$ cat config.mk
export PLATFORM = sky130hd
export DESIGN_NAME = miso_bus_arbiter_flat
export DESIGN_NICKNAME = d
export VERILOG_FILES = /design/src/rtl/miso_bus_arbiter_if.sv /design/src/rtl/miso_bus_arbiter.sv /design/src/flat_wrapper.sv
export SDC_FILE = /design/constraint.sdc
export NUM_CORES = 1
export LEC_CHECK = 0
export ABC_AREA = 1
export CAP_MARGIN = 5
export CORE_MARGIN = 1.5
export CORE_UTILIZATION = 53
export DETAILED_ROUTE_END_ITERATION = 10
export PLACE_DENSITY_LB_ADDON = 0.12
export SLEW_MARGIN = 0
export SYNTH_ARGS = -nofsm -noshare
export SYNTH_HDL_FRONTEND = slang
export SYNTH_SLANG_ARGS = --single-unit
$ cat constraint.sdc
create_clock -name clk -period 2.9 [get_ports clk]
set_input_delay 0.87 -clock clk [delete_from_list [all_inputs] [get_ports clk]]
set_output_delay 0.87 -clock clk [all_outputs]
set_load 0.03 [all_outputs]
$ cat src/rtl/miso_bus_arbiter_if.sv
// Shared-MISO bus bundle: master-side selects and per-slave MISO in,
// arbitrated MISO plus status/error reporting out.
interface miso_bus_arbiter_if #(
    parameter int NSLAVE   = 4,
    parameter int ERRCNT_W = 8
);
    localparam int IDX_W = $clog2(NSLAVE);

    logic [NSLAVE-1:0]   cs_n;
    logic [NSLAVE-1:0]   miso_in;
    logic                err_clr;
    logic                miso_out;
    logic                miso_oe;
    logic [IDX_W-1:0]    sel_idx;
    logic                sel_valid;
    logic                contention;
    logic                err_sticky;
    logic [ERRCNT_W-1:0] err_count;

    // Arbiter side
    modport slave (
        input  cs_n, miso_in, err_clr,
        output miso_out, miso_oe, sel_idx, sel_valid,
               contention, err_sticky, err_count
    );

    // Driver/observer side (SPI master and slave models)
    modport master (
        output cs_n, miso_in, err_clr,
        input  miso_out, miso_oe, sel_idx, sel_valid,
               contention, err_sticky, err_count
    );
endinterface

$ cat src/rtl/miso_bus_arbiter.sv
// Registered shared-MISO arbiter. Decodes active-low chip selects, inserts a
// break-before-make turnaround before a slave is allowed to drive, parks the
// line at PARK_VAL when released, and flags/counts multi-select contention.
module miso_bus_arbiter #(
    parameter int   NSLAVE   = 4,
    parameter int   TURN_CYC = 1,
    parameter logic PARK_VAL = 1'b1,
    parameter int   ERRCNT_W = 8
) (
    input logic               clk,
    input logic               rst,
    miso_bus_arbiter_if.slave bus
);
    localparam int IDX_W = $clog2(NSLAVE);
    // Turnaround counter preload; a zero-turnaround config still spends one
    // TURN cycle when switching slaves out of DRIVE, so clamp at zero.
    localparam logic [3:0] TURN_LOAD = (TURN_CYC == 0) ? 4'd0 : 4'(TURN_CYC - 1);

    typedef enum logic [1:0] {
        S_IDLE,
        S_TURN,
        S_DRIVE,
        S_FAULT
    } state_t;

    state_t              state;
    logic [3:0]          turn_cnt;
    logic [IDX_W-1:0]    sel_idx_q;
    logic                sel_valid_q;
    logic                miso_out_q;
    logic                miso_oe_q;
    logic                contention_q;
    logic                err_sticky_q;
    logic [ERRCNT_W-1:0] err_count_q;

    logic             dec_none;
    logic             dec_one;
    logic             dec_multi;
    logic [IDX_W-1:0] low_idx;
    logic             fault_entry;

    // Classify the select vector and find the asserted slave index
    always_comb begin
        dec_none  = &bus.cs_n;
        dec_one   = $onehot(~bus.cs_n);
        dec_multi = !dec_none && !dec_one;
        low_idx   = '0;
        for (int i = 0; i < NSLAVE; i++) begin
            if (!bus.cs_n[i]) low_idx = IDX_W'(i);
        end
        fault_entry = dec_multi && (state != S_FAULT);
    end

    // Selection FSM with registered outputs and contention bookkeeping
    always_ff @(posedge clk) begin
        if (rst) begin
            state        <= S_IDLE;
            turn_cnt     <= '0;
            sel_idx_q    <= '0;
            sel_valid_q  <= 1'b0;
            miso_out_q   <= PARK_VAL;
            miso_oe_q    <= 1'b0;
            contention_q <= 1'b0;
            err_sticky_q <= 1'b0;
            err_count_q  <= '0;
        end else begin
            contention_q <= 1'b0;
            if (fault_entry) begin
                // Multi-select from any non-fault state: release and report
                state        <= S_FAULT;
                sel_valid_q  <= 1'b0;
                miso_oe_q    <= 1'b0;
                miso_out_q   <= PARK_VAL;
                contention_q <= 1'b1;
                err_sticky_q <= 1'b1;
                if (bus.err_clr)
                    err_count_q <= ERRCNT_W'(1);
                else if (!(&err_count_q))
                    err_count_q <= err_count_q + 1'b1;
            end else begin
                if (bus.err_clr) begin
                    err_sticky_q <= 1'b0;
                    err_count_q  <= '0;
                end
                case (state)
                    S_IDLE: begin
                        if (dec_one) begin
                            sel_idx_q   <= low_idx;
                            sel_valid_q <= 1'b1;
                            if (TURN_CYC == 0) begin
                                state      <= S_DRIVE;
                                miso_oe_q  <= 1'b1;
                                miso_out_q <= bus.miso_in[low_idx];
                            end else begin
                                state    <= S_TURN;
                                turn_cnt <= TURN_LOAD;
                            end
                        end
                    end
                    S_TURN: begin
                        if (dec_none) begin
                            state       <= S_IDLE;
                            sel_valid_q <= 1'b0;
                        end else if (dec_one) begin
                            if (low_idx != sel_idx_q) begin
                                sel_idx_q <= low_idx;
                                turn_cnt  <= TURN_LOAD;
                            end else if (turn_cnt == 4'd0) begin
                                state      <= S_DRIVE;
                                miso_oe_q  <= 1'b1;
                                miso_out_q <= bus.miso_in[sel_idx_q];
                            end else begin
                                turn_cnt <= turn_cnt - 1'b1;
                            end
                        end
                    end
                    S_DRIVE: begin
                        if (dec_none) begin
                            state       <= S_IDLE;
                            sel_valid_q <= 1'b0;
                            miso_oe_q   <= 1'b0;
                            miso_out_q  <= PARK_VAL;
                        end else if (dec_one) begin
                            if (low_idx == sel_idx_q) begin
                                miso_out_q <= bus.miso_in[sel_idx_q];
                            end else begin
                                // Break before make: release for the turnaround
                                state      <= S_TURN;
                                sel_idx_q  <= low_idx;
                                turn_cnt   <= TURN_LOAD;
                                miso_oe_q  <= 1'b0;
                                miso_out_q <= PARK_VAL;
                            end
                        end
                    end
                    S_FAULT: begin
                        // Only a full release clears the fault
                        if (dec_none) state <= S_IDLE;
                    end
                    default: state <= S_IDLE;
                endcase
            end
        end
    end

    assign bus.miso_out   = miso_out_q;
    assign bus.miso_oe    = miso_oe_q;
    assign bus.sel_idx    = sel_idx_q;
    assign bus.sel_valid  = sel_valid_q;
    assign bus.contention = contention_q;
    assign bus.err_sticky = err_sticky_q;
    assign bus.err_count  = err_count_q;
endmodule

$ cat src/flat_wrapper.sv
// flat-port wrapper written by rule: the top's interface ports become plain ports
module miso_bus_arbiter_flat 
#(
    parameter int   NSLAVE   = 4,
    parameter int   TURN_CYC = 1,
    parameter logic PARK_VAL = 1'b1,
    parameter int   ERRCNT_W = 8
)
  (clk, rst, bus_cs_n, bus_miso_in, bus_err_clr, bus_miso_out, bus_miso_oe, bus_sel_idx, bus_sel_valid, bus_contention, bus_err_sticky, bus_err_count);
  miso_bus_arbiter_if #(.NSLAVE(NSLAVE), .ERRCNT_W(ERRCNT_W)) bus_i ();
  input logic clk;
  input logic rst;
  input wire logic [$bits(bus_i.cs_n)-1:0] bus_cs_n;
  input wire logic [$bits(bus_i.miso_in)-1:0] bus_miso_in;
  input wire logic [$bits(bus_i.err_clr)-1:0] bus_err_clr;
  output wire logic [$bits(bus_i.miso_out)-1:0] bus_miso_out;
  output wire logic [$bits(bus_i.miso_oe)-1:0] bus_miso_oe;
  output wire logic [$bits(bus_i.sel_idx)-1:0] bus_sel_idx;
  output wire logic [$bits(bus_i.sel_valid)-1:0] bus_sel_valid;
  output wire logic [$bits(bus_i.contention)-1:0] bus_contention;
  output wire logic [$bits(bus_i.err_sticky)-1:0] bus_err_sticky;
  output wire logic [$bits(bus_i.err_count)-1:0] bus_err_count;
  assign bus_i.cs_n = bus_cs_n;
  assign bus_i.miso_in = bus_miso_in;
  assign bus_i.err_clr = bus_err_clr;
  assign bus_miso_out = bus_i.miso_out;
  assign bus_miso_oe = bus_i.miso_oe;
  assign bus_sel_idx = bus_i.sel_idx;
  assign bus_sel_valid = bus_i.sel_valid;
  assign bus_contention = bus_i.contention;
  assign bus_err_sticky = bus_i.err_sticky;
  assign bus_err_count = bus_i.err_count;
  miso_bus_arbiter #(.NSLAVE(NSLAVE), .TURN_CYC(TURN_CYC), .PARK_VAL(PARK_VAL), .ERRCNT_W(ERRCNT_W)) u_core (.clk(clk), .rst(rst), .bus(bus_i));
endmodule
==> key figures <==
Timing
  • Pins over their slew limit: 0
  • Setup WS post-layout: 0.0756 ns
  • RSZ-0062 raised after global routing: true
  • Layout Skew: 0.0103 ns
  • Worst rel slew slack: 76.6%
  • Peak Freq: 354 MHz
  • Slew @ Worst Pin: 0.351 ns
  • Final setup violation count: 0
  • Final min period: 2.82 ns
  • Fin Hold WS: 0.473 ns
  • Final Hold Viols: 0
  • Crit share post-route: 97.4%

Critical path
  • Element type at the critical path start: primary input
  • Worst-path fanout max: 6
  • Crit-path cells: dlygate4sd2_1, inv_1, ha_1, ha_2, fa_1, inv_2, nand3_4, nand3_4, buf_4, a21boi_2, nand3_1, nor2_2, nand2_1, nand2_1, nor2_1
  • Worst R2R Path Depth: 8
  • CP bufs+invs: 4
  • Crit path required time: 3.12 ns
  • Setup crit end kind: flip-flop
  • Worst R2R End: u_core.turn_cnt[2]
  • CP delay by family, top: adder cells
  • Crit path DAT: 3.04 ns
  • CP startpoint: bus_cs_n[2]
  • Setup CP Type: primary input to flip-flop
  • Setup slack, reg-to-reg: 1.13 ns
  • Reg-to-Reg Start: u_core.state[0]
  • CP peak stage delay: 0.49 ns
  • CP max-delay cell: fa_1

Logic synthesis
  • Sequential area share after synthesis: 27.1%
  • Avg Inst Size Synth: 6.99 µm²
  • Largest area contributor in the netlist: dfxtp_1
  • Post-synthesis register bit count: 21
  • Post-Syn Area: 1550 µm²
  • Syn_nets: 248
  • Gate Count Post-Synth: 222
  • Yosys warnings: 0
  • Share of the synthesized area in the top cell type: 27.1%
  • Post-synthesis cell type count: 33
  • Top cells by area, synth: dfxtp_1 27%, ha_1 11%, nand2_1 10%

Route
  • Post-DR vias/cell: 5.10
  • Post-Route WL: 3210 µm
  • Via count: 1,504
  • DR WL/cell: 10.9 µm
  • Residual DRC: 0
  • Starting DRT DRC Count: 52
  • DRT Pass-1 Iters: 4
  • DRT antenna net count: 0

Die
  • I/O pin count: 26
  • Std cell rows: 19
  • Initial Utilization: 56.3%
  • Width of the die: 57.1 µm
  • Die height: 57.1 µm
  • Core Area: 2760 µm²
  • Total die area: 3260 µm²

Layout
  • Antenna cells: 0
  • Post-Route Utilization: 72.5%
  • Fraction of layout cells with a size suffix above 1: 20.5%
  • Final nets: 291
  • Design Area, Final: 2000 µm²
  • P&R area growth vs syn: 28.7%

Clocking
  • Max Root-Sink Buffers: 2
  • Root Driver: clkbuf_4
  • Htree depth: 1
  • Clock Sinks: 21
  • TritonCTS Buffers: 3
  • Later-pin clock latency in the skew report: 0.30 ns
  • Worst-path clk slew: 0.12 ns
  • CTS tree: yes

Global route
  • Total congestion overflow: 0
  • Largest net degree at the start of global routing: 13
  • Vias in the first global route: 1,328
  • Antenna violations before repair: 0
  • First-pass GRT wire length: 5390 µm
  • GR Util All Layers: 20.3%

Flow run
  • Max cap viols: 0

Placed design
  • Port bufs: 25
  • DP Worst Slack: -0.567 ns
  • Dpl cell area: 1900 µm²
  • Routability congestion estimate from global placement: 0.850
  • Dpl hpwl: 2450 µm

Min path
  • Min-delay src: u_core.turn_cnt[1]
  • Worst Hold Endpoint: u_core.turn_cnt[1]
  • Hold path cells: 2
  • Worst Hold Class: flip-flop to flip-flop

Outcome
  • Status: completed

Power
  • Cell Pwr Density: 755 nW/µm²
  • Leakage Power: 0.927 nW
  • VDD IR max: 0.604 mV
## kinds of logic after synthesis
family / share of synthesized area [%]
buffers and inverters: 9.91
adder cells (fa/ha/maj): 12.6
flip-flops: 27.1
AND/OR/NAND/NOR: 35.6
XOR/XNOR: 1.13
AO/OA/AOI/OAI: 13.7
## per-stage QoR
step / setup TNS [ns] / cells / total power [W]
6_report: 0 / 295 / 0.00151
5_1_grt: -0.0495 / 295 / 0.00165
4_1_cts: 0 / 293 / 0.00149
3_5_place_dp: -8.69 / 285 / 0.00130
3_3_place_gp: -7.75 / 285 / 0.00129
2_1_floorplan: 0 / 222 / 0.00105
## cell usage in the layout (no fill, tap or decap), types with 2 or more instances in the layout
cell	synthesis	routed
nand2_1	42	41
inv_1	31	29
nor2_1	23	23
clkdlybuf4s50_1	0	21
dfxtp_1	21	21
a21oi_1	19	18
buf_4	0	16
ha_1	14	13
o21ai_0	11	11
nand3_1	11	10
inv_2	5	7
nand2_2	5	5
nand2_4	4	5
nand4_1	4	4
nor2_4	3	4
dlygate4sd2_1	0	4
nand3_4	3	3
nor2_2	4	3
clkbuf_4	0	3
nand3b_1	2	2
clkinv_2	1	2
nand3_2	1	2
o21ai_1	2	2
xor2_1	2	2
nor3_1	2	2
## layer usage
layer,vias to the layer above,global-route usage (%),wire length (µm)
met5,-,0,0
met4,0,5.98,16
met3,2,2.72,89
met2,18,35.5,1570
met1,682,25.9,1540
li1,802,-,-
## report_power, final
group | switching, W | internal (W) | total, W
clock | 0.0000897 | 0.0000514 | 0.000141
combinational | 0.000557 | 0.000398 | 0.000955
sequential | 0.0000619 | 0.000351 | 0.000413
## final cells by class
class,instances,area [µm²]
well taps,31,38.8
fillers,222,759
flip-flops and latches,21,420
multi-input cells,161,1010
clock inverters,1,5.00
clock buffers,3,22.5
inverters,37,140
repair buffers,41,365
## worst register-to-register path: cells and delay by family, from the launching register on
family,cells,cell delay [ns]
adders and majority gates,1,0.34
buffers and inverters,1,0.12
DFF,1,0.45
and+or+nand+nor,5,0.62
AOI/OAI and AO/OA,1,0.15
## timing repair
action / CTS / global route
endpoints found under the setup margin: 19 / 12
endpoints found under the hold margin: 0 / 0
gates resized for setup: 10 / 3
hold buffers: 0 / 0
buffers inserted: 4 / 2
pin swaps: 7 / 6
## sequential cells by signal (all words and copies together) (netlist names)
name                   cells
u_core.bus.miso_out        1
u_core.state               2
u_core.bus.sel_idx         2
u_core.bus.err_sticky      1
u_core.turn_cnt            4
u_core.bus.miso_oe         1
u_core.bus.contention      1
u_core.bus.sel_valid       1
u_core.bus.err_count       8
## worst max path at each step
| stage | slack, ns | to | depth (start not counted) |
|---|---|---|---|
| after global routing | -0.03 | u_core.state[1] | 15 |
| after detailed placement | -0.57 | u_core.turn_cnt[0] | 13 |
| final | 0.08 | u_core.state[1] | 15 |
| after global placement | -0.52 | u_core.turn_cnt[2] | 13 |
| after floorplan | 0.14 | u_core.turn_cnt[0] | 12 |
| after CTS | 0.04 | u_core.bus.err_count[6] | 15 |
## cell usage after synthesis
| library cell | n |
|---|---|
| nor3_1 | 2 |
| dfxtp_1 | 21 |
| a21oi_1 | 19 |
| o22ai_1 | 1 |
| clkbuf_1 | 1 |
| nor2_4 | 3 |
| o31ai_1 | 1 |
| o21ai_2 | 1 |
| nand3_4 | 3 |
| nand3_2 | 1 |
| nand3b_1 | 2 |
| a21boi_1 | 1 |
| buf_2 | 1 |
| inv_2 | 5 |
| inv_1 | 31 |
| ha_1 | 14 |
| nand4_1 | 4 |
| clkinv_2 | 1 |
| xor2_1 | 2 |
| nand2_2 | 5 |
| o21ai_1 | 2 |
| nand2_4 | 4 |
| nor2_1 | 23 |
| nand3_1 | 11 |
| o21a_1 | 1 |
| nor2_2 | 4 |
| a31oi_1 | 1 |
| clkbuf_2 | 1 |
| or2_1 | 1 |
| o21ai_0 | 11 |
| a41oi_1 | 1 |
| nand2_1 | 42 |
| fa_1 | 1 |
Power figures use the tool's default switching activity.
==> patch 1 (same settings) <==
Encoding of `state_t`: now one-hot (4 bits for 4 states).
--- a/src/rtl/miso_bus_arbiter.sv
+++ b/src/rtl/miso_bus_arbiter.sv
@@ -16,11 +16,11 @@
     // TURN cycle when switching slaves out of DRIVE, so clamp at zero.
     localparam logic [3:0] TURN_LOAD = (TURN_CYC == 0) ? 4'd0 : 4'(TURN_CYC - 1);
 
-    typedef enum logic [1:0] {
-        S_IDLE,
-        S_TURN,
-        S_DRIVE,
-        S_FAULT
+    typedef enum logic [3:0] {
+        S_IDLE  = 4'b0001,
+        S_TURN  = 4'b0010,
+        S_DRIVE = 4'b0100,
+        S_FAULT = 4'b1000
     } state_t;
 
     state_t              state;
Function: same outputs for any inputs over 10 cycles, from zero or initial values and one cycle with rst high; not proved beyond that.
==> patch 1 against the unedited design <==
Area after synthesis up 4.8%; largest cell class unchanged; final area up 3.4%; wire length up 13%; clock skew down 0.0081 ns; global-route usage up 3.5 points; count of clock-buffer cells in the layout unchanged; sequential cell count up 2; worst setup slack better by 0.088 ns; critical path type unchanged; sequential power down 3%; total power down 24%.
==> patch 1: results (changes against the unedited design) <==
[run_status]
outcome=finished, final reports clean

[cells_and_area]
final_cells=327  ; +11%
drive_gt1_share_pct=16.89  ; -3.6 points
fin_nets=318  ; +9.3%
nFillCells=257  ; +16%

[power_and_ir_drop]
peakVddDrop_v=0.0003603  ; -40%
p_leak_nw=1.001  ; +8.0%
pwr-share-seq_pct=34.7  ; +7.3 points
swShare_pct=43.44  ; -3.5 points

[synthesis]
syn_inst=254  ; +14%
synthAdderAreaFrac_pct=8.148  ; -4.4 points
synth_nets=275  ; +11%
yosysSeqAreaShare_pct=28.29  ; +1.2 points
synthFlopType=dfxtp_1
synth_xor_area_share_pct=1.076  ; -0.052 points
synth_area_leaders=dfxtp_1, nand2_1, inv_1
synth_cell_types=26  ; -21%
synthMuxAreaShare_pct=0  ; unchanged
synth_commonest_cells=nand2_1, inv_1, nor2_1
synth_compound_gate_area_share_pct=8.609  ; -5.1 points

[min_path]
min_from=u_core.bus.miso_oe$_SDFFE_PP0P_
holdPathEnd=u_core.bus.miso_oe$_SDFFE_PP0P_
hold_class=flop to flop

[global_route]
grtUsageTotal_pct=23.74  ; +3.5 points
antenna_found_initial=0  ; unchanged
grt_pass1_wl_mm=6.430  ; +19%
grt_pass1_vias=1568  ; +18%
grt_start_max_net_pins=14  ; +1

[worst_setup_path]
crit_fanout=8  ; +2
rr_endpoint=u_core.bus.err_count[6]$_SDFFE_PP0P_
cp_slowest_cell=fa_1
cp.arrival_ns=2.97  ; -0.07 ns
reg2reg_from=u_core.bus.err_count[0]$_SDFFE_PP0P_
r2r_cells=11  ; +3
slowest_delay_ns=0.48
reg2reg_setup_slack_ns=1.30  ; +0.17 ns

[clock_tree]
cts-root-buf=clkbuf_4
insertion_delay_ns=0.32  ; +0.02 ns
clock_path_buffers=2  ; unchanged
cts_buffers=3  ; unchanged
htreeDepth=1  ; unchanged

[route]
dr.pass1.iters=4  ; unchanged
drt_iter0_drc=73  ; +40%
routedWlPerCell_um=11.08  ; +1.9%
via_per_inst=5.162  ; +1.3%

[timing]
finClkSkew_ns=0.002248  ; -0.008075 ns
worst_pin_slew_ns=0.3392  ; -0.01213 ns
fin_crit_ns=2.736  ; -0.08796 ns
timing.hold.ws_ns=0.4807  ; +0.008014 ns

[placement]
dp.cells=321  ; +13%
portBuffers=25  ; unchanged
globalplace.congestion=0.9536  ; +12%
dp_slack_ns=-0.6238  ; -0.05648 ns
hpwl_mm=2.891  ; +18%
placed_cell_area_um2=2003  ; +5.3%

## patch 1: routing by layer
layer | part of all wire [%] | GRT usage (%)
met2 | 47 | 40.77
met3 | 6.4 | 3.736
met5 | 0 | 0
met1 | 45 | 31.01
met4 | 1.0 | 5.980
## patch 1: repair_timing
| item | CTS | global route |
|---|---|---|
| gates cloned | 0 | 0 |
| setup endpoints to repair | 21 | 1 |
| resized for setup | 13 | 0 |
| pin swaps | 6 | 1 |
| buffers inserted | 2 | 0 |
## patch 1: area by class of cell
class	instances	area, um^2	share of cell area, %
sequential	23	460.4	22.28
multi-input combinational	185	1021	49.39
timing repair buffer	39	350.3	16.95
tap	31	38.79	1.877
clock buffer	3	22.52	1.090
clock inverter	1	5.005	0.2421
inverter	45	168.9	8.172
## patch 1: worst max-delay path by stage
stage	cells after the start	end	start	slack [ns]
2_1_floorplan	13	u_core.bus.err_count[4]$_SDFFE_PP0P_	bus_cs_n[0]	0.09
3_3_place_gp	14	u_core.bus.err_count[4]$_SDFFE_PP0P_	bus_cs_n[0]	-0.52
3_5_place_dp	14	u_core.bus.err_count[4]$_SDFFE_PP0P_	bus_cs_n[0]	-0.62
4_1_cts	14	u_core.bus.err_count[3]$_SDFFE_PP0P_	bus_cs_n[0]	0.16
5_1_grt	14	u_core.state[1]$_SDFFE_PP0P_	bus_cs_n[0]	0.02
6_report	14	u_core.bus.err_count[3]$_SDFFE_PP0P_	bus_cs_n[0]	0.16
## patch 1: power groups by stage
stage	logic, mW	registers, mW	clock network, mW
floorplan	0.373	0.438	0
finish	0.596	0.401	0.156
CTS	0.599	0.401	0.159
detailed placement	0.576	0.408	0
global placement	0.567	0.407	0
global route	0.667	0.408	0.173
==> patch 2 (same flow settings) <==
Without the edit above. `TURN_CYC` is set to 1 in 2 places; all go to 0.
--- a/src/rtl/miso_bus_arbiter.sv
+++ b/src/rtl/miso_bus_arbiter.sv
@@ -3,7 +3,7 @@
 // line at PARK_VAL when released, and flags/counts multi-select contention.
 module miso_bus_arbiter #(
     parameter int   NSLAVE   = 4,
-    parameter int   TURN_CYC = 1,
+    parameter int   TURN_CYC = 0,
     parameter logic PARK_VAL = 1'b1,
     parameter int   ERRCNT_W = 8
 ) (
--- a/src/flat_wrapper.sv
+++ b/src/flat_wrapper.sv
@@ -2,7 +2,7 @@
 module miso_bus_arbiter_flat 
 #(
     parameter int   NSLAVE   = 4,
-    parameter int   TURN_CYC = 1,
+    parameter int   TURN_CYC = 0,
     parameter logic PARK_VAL = 1'b1,
     parameter int   ERRCNT_W = 8
 )
Behaviour: not the same (Yosys sat finds a counterexample within 4 cycles, from zero or initial values and one cycle with rst high).
==> patch 2 against the unedited design <==
Wire length grew 8.9%; count of clock-buffer cells in the layout is the same; final area grew 6.2%; register-to-register slack lost 0.05 ns; area after synthesis grew 7.3%; first-iteration DRC count grew 54%; sequential cell count is the same; global-route usage grew 1.6 points; worst setup slack gained 0.047 ns; total power grew 16%.
==> patch 2: results (changes against the unedited design) <==
[timing]
worst_pin_slew_ns=0.3838  ; +0.03247 ns
timing.hold.ws_ns=0.4753  ; +0.002553 ns

[worst_setup_path]
reg2reg_setup_slack_ns=1.08  ; -0.05 ns
worstSetupStartpoint=bus_cs_n[1]
r2r_cells=9  ; +1
endpoint=u_core.bus.miso_oe$_SDFFE_PP0P_
crit_fanout=8  ; +2

[synthesis]
synthAdderAreaFrac_pct=12.47  ; -0.099 points
synth_area_um2=1665  ; +7.3%
synth_commonest_cells=nand2_1, inv_1, nor2_1
synth_compound_gate_area_share_pct=12.70  ; -1.0 points
synth_nets=270  ; +8.9%

[cells_and_area]
final_cells=325  ; +10%
nonClkBufAreaFrac_pct=15.80  ; -2.5 points
drive_gt1_share_pct=17.79  ; -2.7 points
nFillCells=275  ; +24%
buffers=36  ; -12%

[placement]
hpwl_mm=2.714  ; +11%
globalplace.congestion=0.8310  ; -2.2%
dp.cells=319  ; +12%
placed_cell_area_um2=2038  ; +7.1%

[clock_tree]
post_cts_buffers=1  ; -3

[global_route]
grt_pass1_wl_mm=5.982  ; +11%
grt_pass1_vias=1424  ; +7.2%
met2_usage_pct=36.51  ; +1.0 points
gr-usage-met1_pct=29.11  ; +3.2 points

[run_status]
outcome=finished, final reports clean

==> patch 2: changes by cell type after synthesis, sizes merged, moves of 2 or more <==
| cell | unedited run | this run |
|---|---|---|
| a21oi | 19 | 13 |
| o21ai | 14 | 11 |
| nand2 | 51 | 64 |
| inv | 36 | 39 |
| nand3 | 15 | 19 |
| clkbuf | 2 | 0 |
| o211ai | 0 | 4 |
| nor2 | 30 | 40 |
==> patch 2: power by group <==
group	total [mW]	internal [mW]	switching (mW)
Clock	0.153	0.0517	0.101
Sequential	0.435	0.360	0.0753
Combinational	1.16	0.466	0.690
Total	1.74	0.877	0.867
==> patch 2: worst max-delay path: stages <==
cell and delay, ns:
clkdlybuf4s15_1 0.20, inv_2 0.06, ha_4 0.23, ha_2 0.18
fa_1 0.48, nor2_4 0.19, nand2_8 0.09, o21ai_4 0.17
nand3_2 0.08, inv_2 0.10, nand3_2 0.10, clkinv_1 0.07
nand3_1 0.07, nand2_1 0.08, nor2_1 0.04
